**config.mk**
```make
export PLATFORM = sky130hd
export DESIGN_NAME = dff_err_frame_serializer
export DESIGN_NICKNAME = d
export VERILOG_FILES = /design/src/rtl/dff_err_frame_serializer_pkg.sv /design/src/rtl/dff_err_frame_serializer_sync.sv /design/src/rtl/dff_err_frame_serializer.sv
export SDC_FILE = /design/constraint.sdc
export NUM_CORES = 1
export LEC_CHECK = 0
export ABC_AREA = 1
export ABC_CLOCK_PERIOD_IN_PS = 8400
export CAP_MARGIN = 30
export CORE_AREA = 2 2 193 195
export CTS_CLUSTER_DIAMETER = 120
export DETAILED_ROUTE_END_ITERATION = 16
export DIE_AREA = 0 0 195 197
export PLACE_DENSITY = 0.73
export SETUP_SLACK_MARGIN = 0.02
export SYNTH_ARGS = -nofsm -noshare
export SYNTH_HDL_FRONTEND = slang
export SYNTH_SLANG_ARGS = --single-unit
```
**constraint.sdc**
```tcl
create_clock -name CLK -period 8.4 [get_ports CLK]
set_input_delay 2.52 -clock CLK [delete_from_list [all_inputs] [get_ports CLK]]
set_output_delay 2.52 -clock CLK [all_outputs]
set_load 0.05 [all_outputs]
```
**src/rtl/dff_err_frame_serializer_pkg.sv**
```systemverilog
// Shared types and helpers for the DFF error-count readout path:
// frame constants, serial CRC-8 step and frame length.
package dff_readout_pkg;

   localparam logic [7:0] CRC8_POLY   = 8'h07;
   localparam logic [7:0] DEFAULT_HDR = 8'hA5;

   typedef enum logic [1:0] {
      IDLE,
      SHIFT,
      CRCOUT
   } state_e;

   // One MSB-first CRC-8 step: init 0, no reflection, no final XOR.
   function automatic logic [7:0] crc8_bit(input logic [7:0] crc,
                                           input logic       b);
      logic       fbk;
      logic [7:0] nxt;
      fbk = crc[7] ^ b;
      nxt = {crc[6:0], 1'b0};
      if (fbk) nxt = nxt ^ CRC8_POLY;
      return nxt;
   endfunction

   function automatic int frame_len(input int n_ch, input int cnt_w);
      return 8 + n_ch * cnt_w + 8;
   endfunction

endpackage

```
**src/rtl/dff_err_frame_serializer_sync.sv**
```systemverilog
// Synchroniser for one async RPi pin: SYNC_N flops, a history flop
// and a registered one-cycle rise pulse.
module async_edge_sync #(
   parameter int SYNC_N = 2
) (
   input  logic clk,
   input  logic rst,
   input  logic pin,
   output logic pulse
);

   logic [SYNC_N-1:0] sync_q, sync_d;
   logic              hist_q, hist_d;
   logic              pulse_q, pulse_d;

   always_comb begin
      sync_d  = {sync_q[SYNC_N-2:0], pin};
      hist_d  = sync_q[SYNC_N-1];
      pulse_d = sync_q[SYNC_N-1] & ~hist_q;
   end

   always_ff @(posedge clk) begin
      if (rst) begin
         sync_q  <= '0;
         hist_q  <= 1'b0;
         pulse_q <= 1'b0;
      end else begin
         sync_q  <= sync_d;
         hist_q  <= hist_d;
         pulse_q <= pulse_d;
      end
   end

   assign pulse = pulse_q;

endmodule

```
**src/rtl/dff_err_frame_serializer.sv**
```systemverilog
// Snapshots ERR_CNT on a save_req rise and shifts out HDR, payload and
// CRC-8 one bit per synchronised data_clk rise.
module dff_err_frame_serializer
   import dff_readout_pkg::*;
#(
   parameter int         N_CH   = 20,
   parameter int         CNT_W  = 12,
   parameter logic [7:0] HDR    = DEFAULT_HDR,
   parameter int         SYNC_N = 2
) (
   input  logic                  CLK,
   input  logic                  RST,
   input  logic [N_CH*CNT_W-1:0] ERR_CNT,
   input  logic                  save_req,
   input  logic                  data_clk,
   output logic                  DATA_OUT,
   output logic                  BUSY,
   output logic                  FRAME_DONE,
   output logic                  OVERRUN
);

   localparam int PL    = 8 + N_CH * CNT_W;
   localparam int L     = frame_len(N_CH, CNT_W);
   localparam int IDX_W = $clog2(L + 1);
   localparam int FB_W  = 2 ** IDX_W;

   logic             save_p, clk_p;
   state_e           state_q, state_d;
   logic [IDX_W-1:0] idx_q, idx_d, idx_n;
   logic [7:0]       crc_q, crc_d, crc_n;
   logic             data_q, data_d;
   logic             busy_q, busy_d;
   logic             done_q, done_d;
   logic             ovr_q, ovr_d;
   logic [CNT_W-1:0] snap_q [N_CH];
   logic [CNT_W-1:0] snap_d [N_CH];
   logic [FB_W-1:0]  fb;

   async_edge_sync #(.SYNC_N(SYNC_N)) u_save_sync (
      .clk   (CLK),
      .rst   (RST),
      .pin   (save_req),
      .pulse (save_p)
   );

   async_edge_sync #(.SYNC_N(SYNC_N)) u_dclk_sync (
      .clk   (CLK),
      .rst   (RST),
      .pin   (data_clk),
      .pulse (clk_p)
   );

   // fb[i] is frame bit i in transmit order; the index mux reads it.
   always_comb begin
      fb      = '0;
      fb[7:0] = {<<{HDR}};
      for (int c = 0; c < N_CH; c++)
         fb[8 + c*CNT_W +: CNT_W] = {<<{snap_q[c]}};
   end

   assign idx_n = idx_q + 1'b1;
   assign crc_n = crc8_bit(crc_q, fb[idx_q]);

   always_comb begin
      state_d = state_q;
      unique case (state_q)
         IDLE:    if (save_p) state_d = SHIFT;
         SHIFT:   if (clk_p && idx_n == IDX_W'(PL)) state_d = CRCOUT;
         CRCOUT:  if (clk_p && idx_n == IDX_W'(L)) state_d = IDLE;
         default: state_d = IDLE;
      endcase
   end

   always_comb begin
      idx_d  = idx_q;
      crc_d  = crc_q;
      data_d = data_q;
      busy_d = busy_q;
      done_d = 1'b0;
      ovr_d  = ovr_q;
      snap_d = snap_q;
      unique case (state_q)
         IDLE: begin
            data_d = 1'b0;
            if (save_p) begin
               for (int c = 0; c < N_CH; c++)
                  snap_d[c] = ERR_CNT[c*CNT_W +: CNT_W];
               idx_d  = '0;
               crc_d  = 8'h00;
               data_d = HDR[7];
               busy_d = 1'b1;
            end
         end
         SHIFT: begin
            if (clk_p) begin
               idx_d  = idx_n;
               crc_d  = crc_n;
               data_d = (idx_n == IDX_W'(PL)) ? crc_n[7] : fb[idx_n];
            end
         end
         CRCOUT: begin
            if (clk_p) begin
               idx_d  = idx_n;
               crc_d  = {crc_q[6:0], 1'b0};
               data_d = crc_q[6];
               if (idx_n == IDX_W'(L)) begin
                  idx_d  = '0;
                  done_d = 1'b1;
                  busy_d = 1'b0;
                  data_d = 1'b0;
               end
            end
         end
         default: begin
            idx_d  = '0;
            data_d = 1'b0;
            busy_d = 1'b0;
         end
      endcase
      if (save_p && state_q != IDLE) ovr_d = 1'b1;
   end

   always_ff @(posedge CLK) begin
      if (RST) begin
         state_q <= IDLE;
         idx_q   <= '0;
         crc_q   <= 8'h00;
         data_q  <= 1'b0;
         busy_q  <= 1'b0;
         done_q  <= 1'b0;
         ovr_q   <= 1'b0;
         for (int c = 0; c < N_CH; c++) snap_q[c] <= '0;
      end else begin
         state_q <= state_d;
         idx_q   <= idx_d;
         crc_q   <= crc_d;
         data_q  <= data_d;
         busy_q  <= busy_d;
         done_q  <= done_d;
         ovr_q   <= ovr_d;
         snap_q  <= snap_d;
      end
   end

   assign DATA_OUT   = data_q;
   assign BUSY       = busy_q;
   assign FRAME_DONE = done_q;
   assign OVERRUN    = ovr_q;

endmodule

```
==> results.md <==
- The flow ran to the end, and the final reports show no timing, DRC or antenna violations.
- The element type at the critical path end is a flip-flop.
- The clock-pin slew of the registers on the worst-case setup and hold paths is 0.06 ns.
- The root cell of the clock tree is sky130_fd_sc_hd__clkbuf_16.
- The number of gates resized after cts is 0.
- The routability-driven placement congestion ratio is 0.903.
- Sorting the synthesized cells by area gives the leading types as sky130_fd_sc_hd__dfxtp_1 (38%), sky130_fd_sc_hd__o21ai_0 (13%), sky130_fd_sc_hd__a21oi_1 (12%).
- VDD sags by at most 0.160 mV.
- The initial utilization of the core area, before any placement, comes to 0.397.
- The critical path goes through buf_4, ha_1, or2_1, nand2_2, inv_2, nand3_1, o21ai_0, nand2_1, nand3_1, nand2_1, nand2_1, nand3_1, a21oi_1, o21ai_1, nand2_1, a21oi_1.
- The static power due to leakage is about 0.0064 uW.
- The power density over cell area is 194 nW/um^2.
- The count of nets left with antenna violations once routing finished came out at 0.
- The library cell with the largest summed area after synthesis is sky130_fd_sc_hd__dfxtp_1.
- The half-perimeter wire length after detailed placement is 32700 um.
- The number of search-and-repair iterations in the first detailed-routing pass is 5.
- For this run, the top clock speed supported by timing is roughly 0.22 GHz.
- The first-pass GRT wire length is 76600 um.
- The class of the tightest hold or removal check is reg -> reg.
- The cell occurring most often along the worst timing path is sky130_fd_sc_hd__nand2_1.
- The average wire per standard cell is 17.6 um.
- Entering global routing, the biggest net connects ~320 pins.
- The tool flagged a number of max-cap violations equal to 0.
- The number of different library cells in the post-synthesis netlist is 37.
- Summed over all layers, the routed wires come to just under 50000 um.
- Global routing finished with a remaining overflow of 0.
- Of the post-synthesis cell area, the dominant cell type holds 0.377.
- The placed standard-cell area is 16800 um^2.
- The critical path is of the reg -> reg type.
- Dividing the final minimum period by the clock period gives 0.548.
- In the layout the commonest cells are sky130_fd_sc_hd__o21ai_0 (385), sky130_fd_sc_hd__a21oi_1 (356), sky130_fd_sc_hd__nand2_1 (285).
- A synthesized cell averages around 6.6 um^2.
- The count of final setup violators is 0.
- The sort of element at the start of the critical path is a flip-flop.
- After the first detailed-routing iteration, the DRC count stood at 1536.
- The largest buffer count on any clock path is 3.
- Of the cells placed in the final design, the portion with a size suffix greater than 1 is 0.0406.
- The buffer count from post-CTS setup fixing is 0.
- The number of standard cells after synthesis is 2180.
- TritonCTS built the clock tree.
- Summing every instance area after synthesis gives 14400 um^2.
- Setup repair after global routing left no endpoint under its margin.
- Hold repair after CTS inserted 0 buffers.
- The die covers 38400 um^2.
- After routing the design area is roughly 18000 um^2.
- The clock reaches the later pin of the worst-skew pair after 0.56 ns.
- The remaining design rule violation count is 0.
- Relative to the synthesized area, the layout overhead comes to 23.8%.
- The maximum fanout encountered on the critical timing path is 120.
- The number of placed I/O pins is between 200 and 250.
- The slowest stage of the critical path belongs to the cell sky130_fd_sc_hd__buf_4.
- Measured against its own limit, the worst slew margin works out to 0.0866.
- The die is 197 um tall.
- The number of global-route vias before repair is 14500.
- The number of I/O port buffers is roughly 250.
- Dividing the detail-routed via count by the number of cells gives 5.49.
- In this run the number of H-tree levels came out at 1.
- The data required time at the worst endpoint is 8.83 ns.
- The count of nets after finishing is 2549.
- The worst path in the final design needs a cycle of 4.60 ns, including I/O delays and setup.
- The final hold violation count is 0.
- The most frequent standard cell in the layout excluding fill and tap cells is sky130_fd_sc_hd__o21ai_0.
- At the worst endpoint, the arrival time is 5.04 ns.
- When the netlist entered floorplanning its net count stood at 2433.
- The total negative setup slack is 0 ns.
- The share of the Yosys chip area taken by registers is 0.377.
- The region available for standard cell placement spans 36300 um^2.
- Grouping stages by cell kind, the critical path spends the most delay in buffers and inverters.
- The buffering stage count on the worst path with inverters included is 2.
- Buffers inserted during clock tree synthesis total 30.
- The largest single stage delay on the critical path is 0.88 ns.
- The floorplan has 70 rows.
- The vias after detailed routing is 15300.
- The tree built by TritonCTS fans out to 271 sinks.
- The transition time of the tightest slew-check pin is 1.37 ns.
- For the final database, setup skew stands at ~0.0070 ns.
- The number of antenna repair diodes is 0.
- Synthesis inferred 271 register bits.
- The max-slew violation total from the final report came to 0.
- The count of warnings emitted by yosys is 0.
- The floorplan die width is approximately 200 um.
- The total track usage is 0.247.
- The number of antenna violations at the first check in global routing was 0.
[synth_stat cells (all sizes together)]
master,n
a2111o,1
a211oi,2
a21oi,357
a31oi,1
buf,75
clkbuf,107
clkinv,4
dfxtp,271
ha,9
inv,238
nand2,290
nand3,273
nand3b,1
nand4,5
nor2,108
nor3,4
nor4,1
o211ai,32
o21ai,392
o22ai,1
o311ai,1
o31ai,1
or2,2
xor2,4
[flip-flops by register name, summed over array words and instances, names as in the netlist]
| register | count |
|---|---|
| u_dclk_sync.sync_q | 2 |
| fb | 240 |
| u_save_sync.sync_q | 2 |
| OVERRUN | 1 |
| BUSY | 1 |
| idx_q | 9 |
| state_q | 2 |
| u_save_sync.pulse | 1 |
| crc_q | 8 |
| u_save_sync.hist_q | 1 |
| FRAME_DONE | 1 |
| u_dclk_sync.pulse | 1 |
| DATA_OUT | 1 |
| u_dclk_sync.hist_q | 1 |
[worst reg2reg max path, delay by kind of cell, from the launching register on]
kind,cells,cell delay (ns)
buffers and inverters,2,1.65
AO/OA/AOI/OAI,4,0.44
adder cells (fa/ha/maj),1,0.35
AND/OR/NAND/NOR,9,1.16
flip-flops,1,0.87
[through the flow]
stage	util	instances	setup slack [ns]	total power [uW]	hold WS [ns]
2_1_floorplan	-	2180	5.02	1860	0.373
3_3_place_gp	0.462	2731	3.63	2090	0.379
3_5_place_dp	0.462	2731	3.60	2100	0.385
4_1_cts	0.491	2785	3.87	3470	0.393
5_1_grt	0.491	2786	3.43	3610	0.410
6_report	0.491	2786	3.80	3450	0.396
[worst paths after layout]
check | depth (start not counted) | slack [ns] | from | end
setup / recovery | 16 | 3.80 | idx_q[0] | DATA_OUT
hold / removal | 1 | 0.40 | u_save_sync.hist_q | u_save_sync.pulse
setup reg to reg | 16 | 3.80 | idx_q[0] | DATA_OUT
hold reg to reg | 1 | 0.40 | u_save_sync.hist_q | u_save_sync.pulse
[where the power goes]
part	total (uW)	internal, uW	leakage (uW)	switching, uW
registers	1410	1360	0.00220	46.7
clock network	1370	816	0.000502	551
logic	679	267	0.00372	411
[cell families after synthesis]
| family | count (synthesis) | synth area share |
|---|---|---|
| AO/OA/AOI/OAI | 788 | 0.281 |
| XOR/XNOR | 4 | 0.00374 |
| adder cells (fa/ha/maj) | 9 | 0.00783 |
| buffers and inverters | 424 | 0.123 |
| flip-flops | 271 | 0.377 |
| AND/OR/NAND/NOR | 684 | 0.207 |
[per-layer routing]
metal	track usage	part of all wire
met3	0.0327	0.077
met1	0.327	0.43
met5	0	0
met4	0.0809	0.028
met2	0.417	0.47
[layout make-up]
cell class | instances | area (um^2)
Clock buffer | 42 | 877
Clock inverter | 12 | 148
Fill cell | 3596 | 18400
Inverter | 242 | 916
Multi-Input combinational cell | 1485 | 7210
Sequential cell | 271 | 5430
Tap cell | 468 | 586
Timing Repair Buffer | 266 | 2650
Note: power is estimated with default switching activity, not from simulation.
